<file path="config.mk">
export PLATFORM = sky130hd
export DESIGN_NAME = ext_bus_master_flat
export DESIGN_NICKNAME = d
export VERILOG_FILES = /design/src/rtl/ext_bus_master_pkg.sv /design/src/rtl/ext_bus_master_if.sv /design/src/rtl/ext_bus_master.sv /design/src/flat_wrapper.sv
export SDC_FILE = /design/constraint.sdc
export NUM_CORES = 1
export LEC_CHECK = 0
export ABC_CLOCK_PERIOD_IN_PS = 4900
export CORE_ASPECT_RATIO = 0.6
export CORE_MARGIN = 1
export CORE_UTILIZATION = 35
export CTS_CLUSTER_SIZE = 24
export DETAILED_ROUTE_END_ITERATION = 12
export PLACE_DENSITY = 0.95
export SYNTH_ARGS = -nofsm -noshare
export SYNTH_HDL_FRONTEND = slang
export SYNTH_SLANG_ARGS = --single-unit
</file>
<file path="constraint.sdc">
create_clock -name clk -period 4.9 [get_ports clk]
set_input_delay 0.735 -clock clk [delete_from_list [all_inputs] [get_ports clk]]
set_output_delay 0.735 -clock clk [all_outputs]
set_load 0.02 [all_outputs]
</file>
<file path="src/rtl/ext_bus_master_pkg.sv">
// ---------------------------------------------------------------------------
// ext_bus_master_pkg
// Shared definitions for the external bus master and its slaves: FSM state
// encoding, header field positions and a header packing helper.
// ---------------------------------------------------------------------------
package ext_bus_master_pkg;

    // log2 of the cache-line size in bytes (64-byte lines).
    localparam int CLSIZE_E = 6;

    // Header word layout: {write, size[1:0], addr[28:0]}.
    localparam int HDR_W        = 32;
    localparam int ADDR_W       = 29;
    localparam int HDR_WRITE_B  = 31;
    localparam int HDR_SIZE_HI  = 30;
    localparam int HDR_SIZE_LO  = 29;
    localparam int HDR_ADDR_HI  = 28;

    // Access size that selects a full cache-line burst.
    localparam logic [1:0] SIZE_LINE = 2'd3;

    typedef enum logic [1:0] {
        IDLE  = 2'd0,
        HDR   = 2'd1,
        WDATA = 2'd2,
        RDATA = 2'd3
    } bus_state_e;

    function automatic logic [HDR_W-1:0] make_header(
        input logic              write,
        input logic [1:0]        size,
        input logic [ADDR_W-1:0] addr
    );
        logic [HDR_W-1:0] hdr;
        hdr                           = '0;
        hdr[HDR_WRITE_B]              = write;
        hdr[HDR_SIZE_HI:HDR_SIZE_LO]  = size;
        hdr[HDR_ADDR_HI:0]            = addr;
        return hdr;
    endfunction

endpackage

</file>
<file path="src/rtl/ext_bus_master_if.sv">
// ---------------------------------------------------------------------------
// ext_bus_master_if
// Bundles the request, write-data, read-data and external bus signals of the
// bus master.
//   req_valid/req_write/req_size/req_addr/req_ready : transaction request
//   wdata_valid/wdata/wdata_ready                   : write beats in
//   rdata_valid/rdata/rdata_last/rdata_ready        : read beats out
//   bus_valid/bus_data/bus_ready                    : master-to-slave word
//   bus_rdata/bus_oe                                : slave-driven word
//   busy                                            : master not idle
// Modport master is the bus master itself; modport slave is everything
// around it (requester, write source, read sink and bus slave).
// ---------------------------------------------------------------------------
interface ext_bus_master_if #(
    parameter int WIDTH = 32
) ();

    logic             req_valid;
    logic             req_write;
    logic [1:0]       req_size;
    logic [28:0]      req_addr;
    logic             req_ready;

    logic             wdata_valid;
    logic [WIDTH-1:0] wdata;
    logic             wdata_ready;

    logic             rdata_valid;
    logic [WIDTH-1:0] rdata;
    logic             rdata_last;
    logic             rdata_ready;

    logic             bus_valid;
    logic [WIDTH-1:0] bus_data;
    logic             bus_ready;
    logic [WIDTH-1:0] bus_rdata;
    logic             bus_oe;

    logic             busy;

    modport master (
        input  req_valid, req_write, req_size, req_addr,
        output req_ready,
        input  wdata_valid, wdata,
        output wdata_ready,
        output rdata_valid, rdata, rdata_last,
        input  rdata_ready,
        output bus_valid, bus_data,
        input  bus_ready, bus_rdata, bus_oe,
        output busy
    );

    modport slave (
        output req_valid, req_write, req_size, req_addr,
        input  req_ready,
        output wdata_valid, wdata,
        input  wdata_ready,
        input  rdata_valid, rdata, rdata_last,
        output rdata_ready,
        input  bus_valid, bus_data,
        output bus_ready, bus_rdata, bus_oe,
        input  busy
    );

endinterface

</file>
<file path="src/rtl/ext_bus_master.sv">
// ---------------------------------------------------------------------------
// ext_bus_master
// Turns single-beat or cache-line-burst requests into a header word followed
// by data beats on a valid/ready external bus.
//   clk : clock, all state on its rising edge
//   rst : synchronous, active-low reset
//   bif : ext_bus_master_if.master (request, write/read data, bus, busy)
// Parameters: WIDTH (data/bus width), BEATS_LOG2 (log2 beats per burst).
// ---------------------------------------------------------------------------
module ext_bus_master
    import ext_bus_master_pkg::*;
#(
    parameter int WIDTH      = 32,
    parameter int BEATS_LOG2 = CLSIZE_E - 2
) (
    input  logic                  clk,
    input  logic                  rst,
    ext_bus_master_if.master      bif
);

    bus_state_e            state, state_nxt;
    logic [BEATS_LOG2-1:0] cnt, cnt_nxt;
    logic                  accept;
    logic                  beat;

    logic                  lat_write;
    logic [1:0]            lat_size;
    logic [ADDR_W-1:0]     lat_addr;

    // NOTE: sequential state uses non-blocking assignments so every register
    // samples the pre-edge values of its inputs.
    always_ff @(posedge clk) begin
        if (!rst) begin
            state <= IDLE;
            cnt   <= '0;
        end else begin
            state <= state_nxt;
            cnt   <= cnt_nxt;
        end
    end

    // NOTE: the request latch has no reset; it is only read in HDR, which is
    // reachable solely through an accept that loads it.
    always_ff @(posedge clk) begin
        if (accept) begin
            lat_write <= bif.req_write;
            lat_size  <= bif.req_size;
            lat_addr  <= bif.req_addr;
        end
    end

    // NOTE: every signal written here gets a default before the case, so no
    // path leaves one unassigned and no latch is inferred.
    always_comb begin
        state_nxt       = state;
        cnt_nxt         = cnt;
        accept          = 1'b0;
        beat            = 1'b0;
        bif.req_ready   = 1'b0;
        bif.wdata_ready = 1'b0;
        bif.rdata_valid = 1'b0;
        bif.rdata_last  = 1'b0;
        bif.rdata       = bif.bus_rdata;
        bif.bus_valid   = 1'b0;
        bif.bus_data    = '0;
        bif.busy        = (state != IDLE);

        case (state)
            IDLE: begin
                bif.req_ready = 1'b1;
                if (bif.req_valid) begin
                    accept    = 1'b1;
                    // A burst counts up from 0; a single beat starts at the
                    // last-beat value so its first transfer ends it.
                    cnt_nxt   = (bif.req_size == SIZE_LINE) ? '0 : '1;
                    state_nxt = HDR;
                end
            end
            HDR: begin
                bif.bus_valid = 1'b1;
                bif.bus_data  = WIDTH'(make_header(lat_write, lat_size, lat_addr));
                if (bif.bus_ready) begin
                    state_nxt = lat_write ? WDATA : RDATA;
                end
            end
            WDATA: begin
                bif.bus_valid   = bif.wdata_valid;
                bif.bus_data    = bif.wdata;
                bif.wdata_ready = bif.bus_ready;
                beat            = bif.wdata_valid && bif.bus_ready;
            end
            RDATA: begin
                // The master's valid here tells the slave the sink can take
                // a word; the slave's ready plus output enable carries it.
                bif.bus_valid   = bif.rdata_ready;
                bif.rdata_valid = bif.bus_ready && bif.bus_oe;
                bif.rdata_last  = bif.rdata_valid && (&cnt);
                beat            = bif.rdata_ready && bif.bus_ready;
            end
            default: state_nxt = IDLE;
        endcase

        if (beat) begin
            cnt_nxt = cnt + 1'b1;
            if (&cnt) begin
                state_nxt = IDLE;
            end
        end
    end

endmodule

</file>
<file path="src/flat_wrapper.sv">
// flat-port wrapper written by rule: the top's interface ports become plain ports
module ext_bus_master_flat import ext_bus_master_pkg::*;
#(
    parameter int WIDTH      = 32,
    parameter int BEATS_LOG2 = CLSIZE_E - 2
)
  (clk, rst, bif_req_valid, bif_req_write, bif_req_size, bif_req_addr, bif_req_ready, bif_wdata_valid, bif_wdata, bif_wdata_ready, bif_rdata_valid, bif_rdata, bif_rdata_last, bif_rdata_ready, bif_bus_valid, bif_bus_data, bif_bus_ready, bif_bus_rdata, bif_bus_oe, bif_busy);
  ext_bus_master_if #(.WIDTH(WIDTH)) bif_i ();
  input  logic clk;
  input  logic rst;
  input wire logic [$bits(bif_i.req_valid)-1:0] bif_req_valid;
  input wire logic [$bits(bif_i.req_write)-1:0] bif_req_write;
  input wire logic [$bits(bif_i.req_size)-1:0] bif_req_size;
  input wire logic [$bits(bif_i.req_addr)-1:0] bif_req_addr;
  output wire logic [$bits(bif_i.req_ready)-1:0] bif_req_ready;
  input wire logic [$bits(bif_i.wdata_valid)-1:0] bif_wdata_valid;
  input wire logic [$bits(bif_i.wdata)-1:0] bif_wdata;
  output wire logic [$bits(bif_i.wdata_ready)-1:0] bif_wdata_ready;
  output wire logic [$bits(bif_i.rdata_valid)-1:0] bif_rdata_valid;
  output wire logic [$bits(bif_i.rdata)-1:0] bif_rdata;
  output wire logic [$bits(bif_i.rdata_last)-1:0] bif_rdata_last;
  input wire logic [$bits(bif_i.rdata_ready)-1:0] bif_rdata_ready;
  output wire logic [$bits(bif_i.bus_valid)-1:0] bif_bus_valid;
  output wire logic [$bits(bif_i.bus_data)-1:0] bif_bus_data;
  input wire logic [$bits(bif_i.bus_ready)-1:0] bif_bus_ready;
  input wire logic [$bits(bif_i.bus_rdata)-1:0] bif_bus_rdata;
  input wire logic [$bits(bif_i.bus_oe)-1:0] bif_bus_oe;
  output wire logic [$bits(bif_i.busy)-1:0] bif_busy;
  assign bif_i.req_valid = bif_req_valid;
  assign bif_i.req_write = bif_req_write;
  assign bif_i.req_size = bif_req_size;
  assign bif_i.req_addr = bif_req_addr;
  assign bif_req_ready = bif_i.req_ready;
  assign bif_i.wdata_valid = bif_wdata_valid;
  assign bif_i.wdata = bif_wdata;
  assign bif_wdata_ready = bif_i.wdata_ready;
  assign bif_rdata_valid = bif_i.rdata_valid;
  assign bif_rdata = bif_i.rdata;
  assign bif_rdata_last = bif_i.rdata_last;
  assign bif_i.rdata_ready = bif_rdata_ready;
  assign bif_bus_valid = bif_i.bus_valid;
  assign bif_bus_data = bif_i.bus_data;
  assign bif_i.bus_ready = bif_bus_ready;
  assign bif_i.bus_rdata = bif_bus_rdata;
  assign bif_i.bus_oe = bif_bus_oe;
  assign bif_busy = bif_i.busy;
  ext_bus_master #(.WIDTH(WIDTH), .BEATS_LOG2(BEATS_LOG2)) u_core (.clk(clk), .rst(rst), .bif(bif_i));
endmodule
</file>
======== Word level (Yosys, flattened, before mapping) ========
Index checks and enable logic that the tools add are counted.
W data, S select, Z words.
cells by class
  add/sub/neg operators ................... 1
  eq/ne operators ......................... 4
  mux-type cells .......................... 19
  reduce and logical (&&, ||, !) cells .... 10
operators with widths
  cell                   number
  $pmux W32 S2           1
  $mux W4                4
  $mux W2                4
  $mux W1                7
  $eq A2 B2 Y1 const B   3
  $reduce_bool A2 Y1     3
  $add A4 B1 Y4 const B  1
  $logic_and A1 B1 Y1    4
  $pmux W2 S2            1
  $reduce_and A4 Y1      1
  $pmux W1 S3            1
  $eq A2 B1 Y1 const B   1
  $logic_not A2 Y1       1
  $pmux W1 S2            1
  $reduce_and A2 Y1      1
word-level totals
  bits in registers ....................... 38
  input port bits ......................... 103
  output and inout bits ................... 70
  word-level logic and storage cells ...... 39

======== Depth between registers and ports, before layout ========
  depth in word-level cells ............... 5
  gate-level depth with buffers ........... 7
  mapped depth without buffers ............ 6

======== Least setup slack after synthesis ========
Ideal clock, no wire load.
  path type ............................... reg-to-output
  start ................................... register u_core.state[1]
  end ..................................... output port bif_bus_data[10]
  arrival ................................. 1526 ps
  data required time ...................... 4165 ps
  slack ................................... 2639 ps
  cell stages (with the launch flop) ...... 7
  path buffers ............................ 2
  cell sequence ........................... dfxtp_1 inv_1 ha_1 clkbuf_1 clkbuf_1 a22oi_1 nor2b_1
between the ends
  longest elaborated chain between the ends .. 2
  elaborated cells between the ends (all ways) .. 3
  those cells by class .................... eq/ne (2); mux (1)
ends and longest elaborated chain
  element                                              RTL line              RTL
  from (decl)                                          ext_bus_master.sv:21  bus_state_e state, state_nxt;
  from (signal assigned)                               ext_bus_master.sv:37  state <= state_nxt;
  $eq A2 B2 Y1 / $eq A2 B1 Y1 (equally long branches)  ext_bus_master.sv:68  case (state)
  $pmux W32 S2 *                                       ext_bus_master.sv:68
  to (decl)                                            flat_wrapper.sv:24    output wire logic [$bits(bif_i.bus_data)-1:0] bif_bus_data;
Every way passes the cells marked *; elsewhere a longest branch is shown, timed or not.

======== Final worst setup path ========
  start ................................... register u_core.state[1]
  end ..................................... output port bif_bus_data[31]
The elaborated chain is that of the path after synthesis.

==> out/qor_table.md <==
| Step | Parameter | This run |
| --- | --- | --- |
| run status | Outcome | finished, final reports clean |
| worst setup path | Nature of the critical path endpoint | output port |
| yosys | Post-Syn Area | 2110 um2 |
| global routing | Initial antenna violation count | 0 |
| min path | Hold worst-path end | u_core.cnt[0] |
| layout | Syn-to-layout area delta | 48.7% |
| placement | Cell total after placement | 340 |
| yosys | Seq/Total Area, Yosys | 51.2% |
| worst setup path | FF-to-FF Start | u_core.state[1] |
| power | Peak VDD IR | 0.136 mV |
| yosys | Net count after synthesis | 301 |
| clock network | Number of sinks on the clock net | 38 |
| floorplan | Cell Rows | 21 |
| floorplan | Initial standard-cell utilization of the core | 37.0% |
| sta | Final hold slack | 0.534 ns |
| worst setup path | Count of buffering cells on the critical path with inverters included | 3 |
| layout | Fraction of final layout cells with drive strength greater than 1 | 4.10% |
| power | Leakage | 1.04 nW |
| clock network | Post-cts sizing count | 0 |
| detailed routing | First DRT Iteration DRCs | 80 |
| worst setup path | Standard cell with the maximum stage delay on the critical path | sky130_fd_sc_hd__ha_1 |
| global routing | Overall global routing resource usage | 18.3% |
| clock network | Total CTS buffers | 5 |
| clock network | Clock-pin transition on the worst setup and hold timing paths | 0.08 ns |
| sta | RSZ-0062 raised after global routing | no |
| yosys | Biggest area contributors in the synthesized netlist | sky130_fd_sc_hd__edfxtp_1 (46%), sky130_fd_sc_hd__a22oi_1 (12%), sky130_fd_sc_hd__buf_4 (11%) |
| global routing | Largest net degree at the start of global routing | 33 |
| clock network | Clock Latency Late Sink | 0.29 ns |
| sta | Maximum clock rate | 294 MHz |
| job | Reported max-cap violation count | 0 |
| worst setup path | Stage delay of the slowest cell on the critical path | 0.62 ns |
| clock network | Setup Buffers After CTS | 0 |
| layout | Utilization after layout | 55.0% |
| yosys | Largest area contributor in the netlist | sky130_fd_sc_hd__edfxtp_1 |
| worst setup path | Kind of cell adding the most delay to the critical path | buffers and inverters |
| layout | Cell Count, Final, Fillers Out | 348 |
| sta | Slew HR | 42.9% |
| worst setup path | Critical path required time | 4.16 ns |
| floorplan | Die width | 102 um |
| worst setup path | Signal arrival time at the worst endpoint | 2.67 ns |
| layout | Total inserted antenna cells | 0 |
| sta | Slew of the pin with the lowest slew margin | 0.857 ns |
| sta | Final Skew | 0.00620 ns |
| yosys | Share of Yosys cell area claimed by the top area cell type | 45.5% |
| floorplan | Core Footprint | 5700 um2 |
| detailed routing | First-pass iteration count of the detailed router | 5 |
| layout | Total of fill cells in the finished design | 506 |
| detailed routing | Final ANT Viol Nets | 0 |
| sta | Final-layout setup total negative slack | 0 ns |
| worst setup path | Flop2flop setup slack | 2.44 ns |
| floorplan | Die area | 6360 um2 |
| yosys | Mean post-synth cell area | 10.9 um2 |
| yosys | Synthesized flop and latch total | 38 |
| clock network | CTS HTree Levels | 2 |
| placement | Placed wire-length estimate after detailed placement | 4.20 mm |
| clock network | Hold bufs inserted after CTS | 0 |
| floorplan | Number of primary I/O pins | 173 |
| floorplan | Floorplan die height | 62.2 um |
| global routing | Number of global-route vias before repair | 1821 |
| detailed routing | Total via count in the routed design | 1764 |
| yosys | Cell count after synthesis | 193 |
| yosys | Post-synth cell types | 27 |
| detailed routing | Wire length per cell | 16.4 um |
| detailed routing | DRC errors left | 0 |
| layout | Fin nets | 375 |
| placement | Count of input and output buffers | 108 |
| layout | Commonest non-fill, non-tap cells in the layout | sky130_fd_sc_hd__clkdlybuf4s50_1 (108), sky130_fd_sc_hd__a22oi_1 (34), sky130_fd_sc_hd__nor2b_1 (33), sky130_fd_sc_hd__edfxtp_1 (32) |
| sta | Hold violation count in the final report | 0 |
| min path | Worst hold start | u_core.cnt[0] |
| sta | Max-slew violations | 0 |
| sta | Share of the cycle needed by the critical path after routing | 69.5% |
| clock network | CTS tree | done |
| power | Power per unit of standard cell area | 291 nW/um2 |
| worst setup path | Category of the worst setup path launch point | flop |
| worst setup path | Cell chain of the critical path | inv_1 > ha_1 > buf_4 > a22oi_1 > nor2b_1 > clkdlybuf4s50_1 |
| worst setup path | Depth of the worst register-to-register path | 6 |
| clock network | Maximum buffer depth of the clock tree | 2 |
| detailed routing | Number of vias per cell after detailed routing | 5.07 |
| global routing | Remaining Overflow, GRT | 0 |
| min path | Path type of the worst min-delay path | flop to flop |
| layout | Most common cell after layout, fill and taps aside | sky130_fd_sc_hd__clkdlybuf4s50_1 |
| yosys | Yosys synthesis warning count | 0 |
| min path | Hold-critical path depth | 1 |
| global routing | First-pass GRT wire length | 8.78 mm |
| sta | Final count of negative-setup-slack endpoints | 0 |
| sta | Minimum clock period after layout | 3.41 ns |
| worst setup path | WS Path Type | flop to output port |
| placement | Final RePlAce weighted congestion | 0.783 |
| detailed routing | Drt total wl | 5.71 mm |
| clock network | Clock root buffer | sky130_fd_sc_hd__clkbuf_8 |
| worst setup path | Terminus of the critical flop-to-flop path | u_core.cnt[3] |
| worst setup path | Worst-path maximum fanout | 18 |
## cells in the mapped netlist, drive strengths merged
master	count
ha	5
nor2	4
nand4	5
o21ai	2
edfxtp	32
a31o	1
dfxtp	6
or4	1
o211ai	1
a31oi	1
nand4b	2
nor2b	33
nor3	2
nand2	2
and4b	1
and2	1
a22oi	34
clkbuf	10
and3	1
inv	6
nand3	3
a211oi	3
a21oi	3
buf	34
## how the worst max path moves through the flow
stage,startpoint,end,slack (ns),depth (start not counted)
4_1_cts,u_core.state[1],bif_bus_data[31],1.48,6
3_3_place_gp,u_core.state[1],bif_bus_valid,1.87,5
6_report,u_core.state[1],bif_bus_data[31],1.49,6
5_1_grt,u_core.state[1],bif_bus_data[31],1.30,6
2_1_floorplan,u_core.state[1],bif_bus_data[10],2.64,6
3_5_place_dp,u_core.state[1],bif_bus_data[31],1.81,6
## sequential cells by signal, indices dropped and copies added (netlist names)
register / cells
u_core.lat_size: 2
u_core.state: 2
u_core.cnt: 4
u_core.lat_addr: 29
u_core.lat_write: 1
## stage by stage
step                      total power, mW  area, um2  setup WS [ns]
after CTS                           0.924       3140           1.48
after global placement              0.648       3030           1.87
final                               0.913       3140           1.49
after detailed placement            0.655       3030           1.81
after floorplan                     0.563       2110           2.64
after global routing                0.961       3140           1.30
## area by class of cell
cell class / count / area [um2] / area share (%)
timing repair buffer: 111 / 1100 / 35.2
sequential: 38 / 1080 / 34.4
multi-input combinational: 105 / 721 / 23.0
tap: 80 / 100 / 3.19
clock buffer: 6 / 72.6 / 2.31
clock inverter: 2 / 37.5 / 1.20
inverter: 6 / 22.5 / 0.718
## power breakdown
part | switching, mW | internal (mW)
Clock | 0.114 | 0.152
Sequential | 0.0135 | 0.385
Combinational | 0.118 | 0.129
Total | 0.246 | 0.667
## routing by layer
metal	up-vias	wire length (um)	GRT usage [%]	part of all wire, %
met3	13	497	6.98	8.7
li1	825	-	-	-
met1	841	2430	23.3	43
met2	85	2710	28.6	47
met5	-	0	0	0
met4	0	74	5.54	1.3
## worst reg2reg max path, delay by kind of cell (launching register included)
kind | cells | cell delay, ns
AOI/OAI and AO/OA | 1 | 0.11
buffers and inverters | 1 | 0.37
and+or+nand+nor | 3 | 0.87
DFF | 1 | 0.45
adders and majority gates | 1 | 0.60
## logic make-up after synthesis
family	count (synthesis)	synth area share (%)
AOI/OAI and AO/OA	45	15.4
DFF	38	51.2
and+or+nand+nor	55	15.8
buffers and inverters	50	14.6
adders and majority gates	5	2.96
Power figures use the tool's default switching activity.
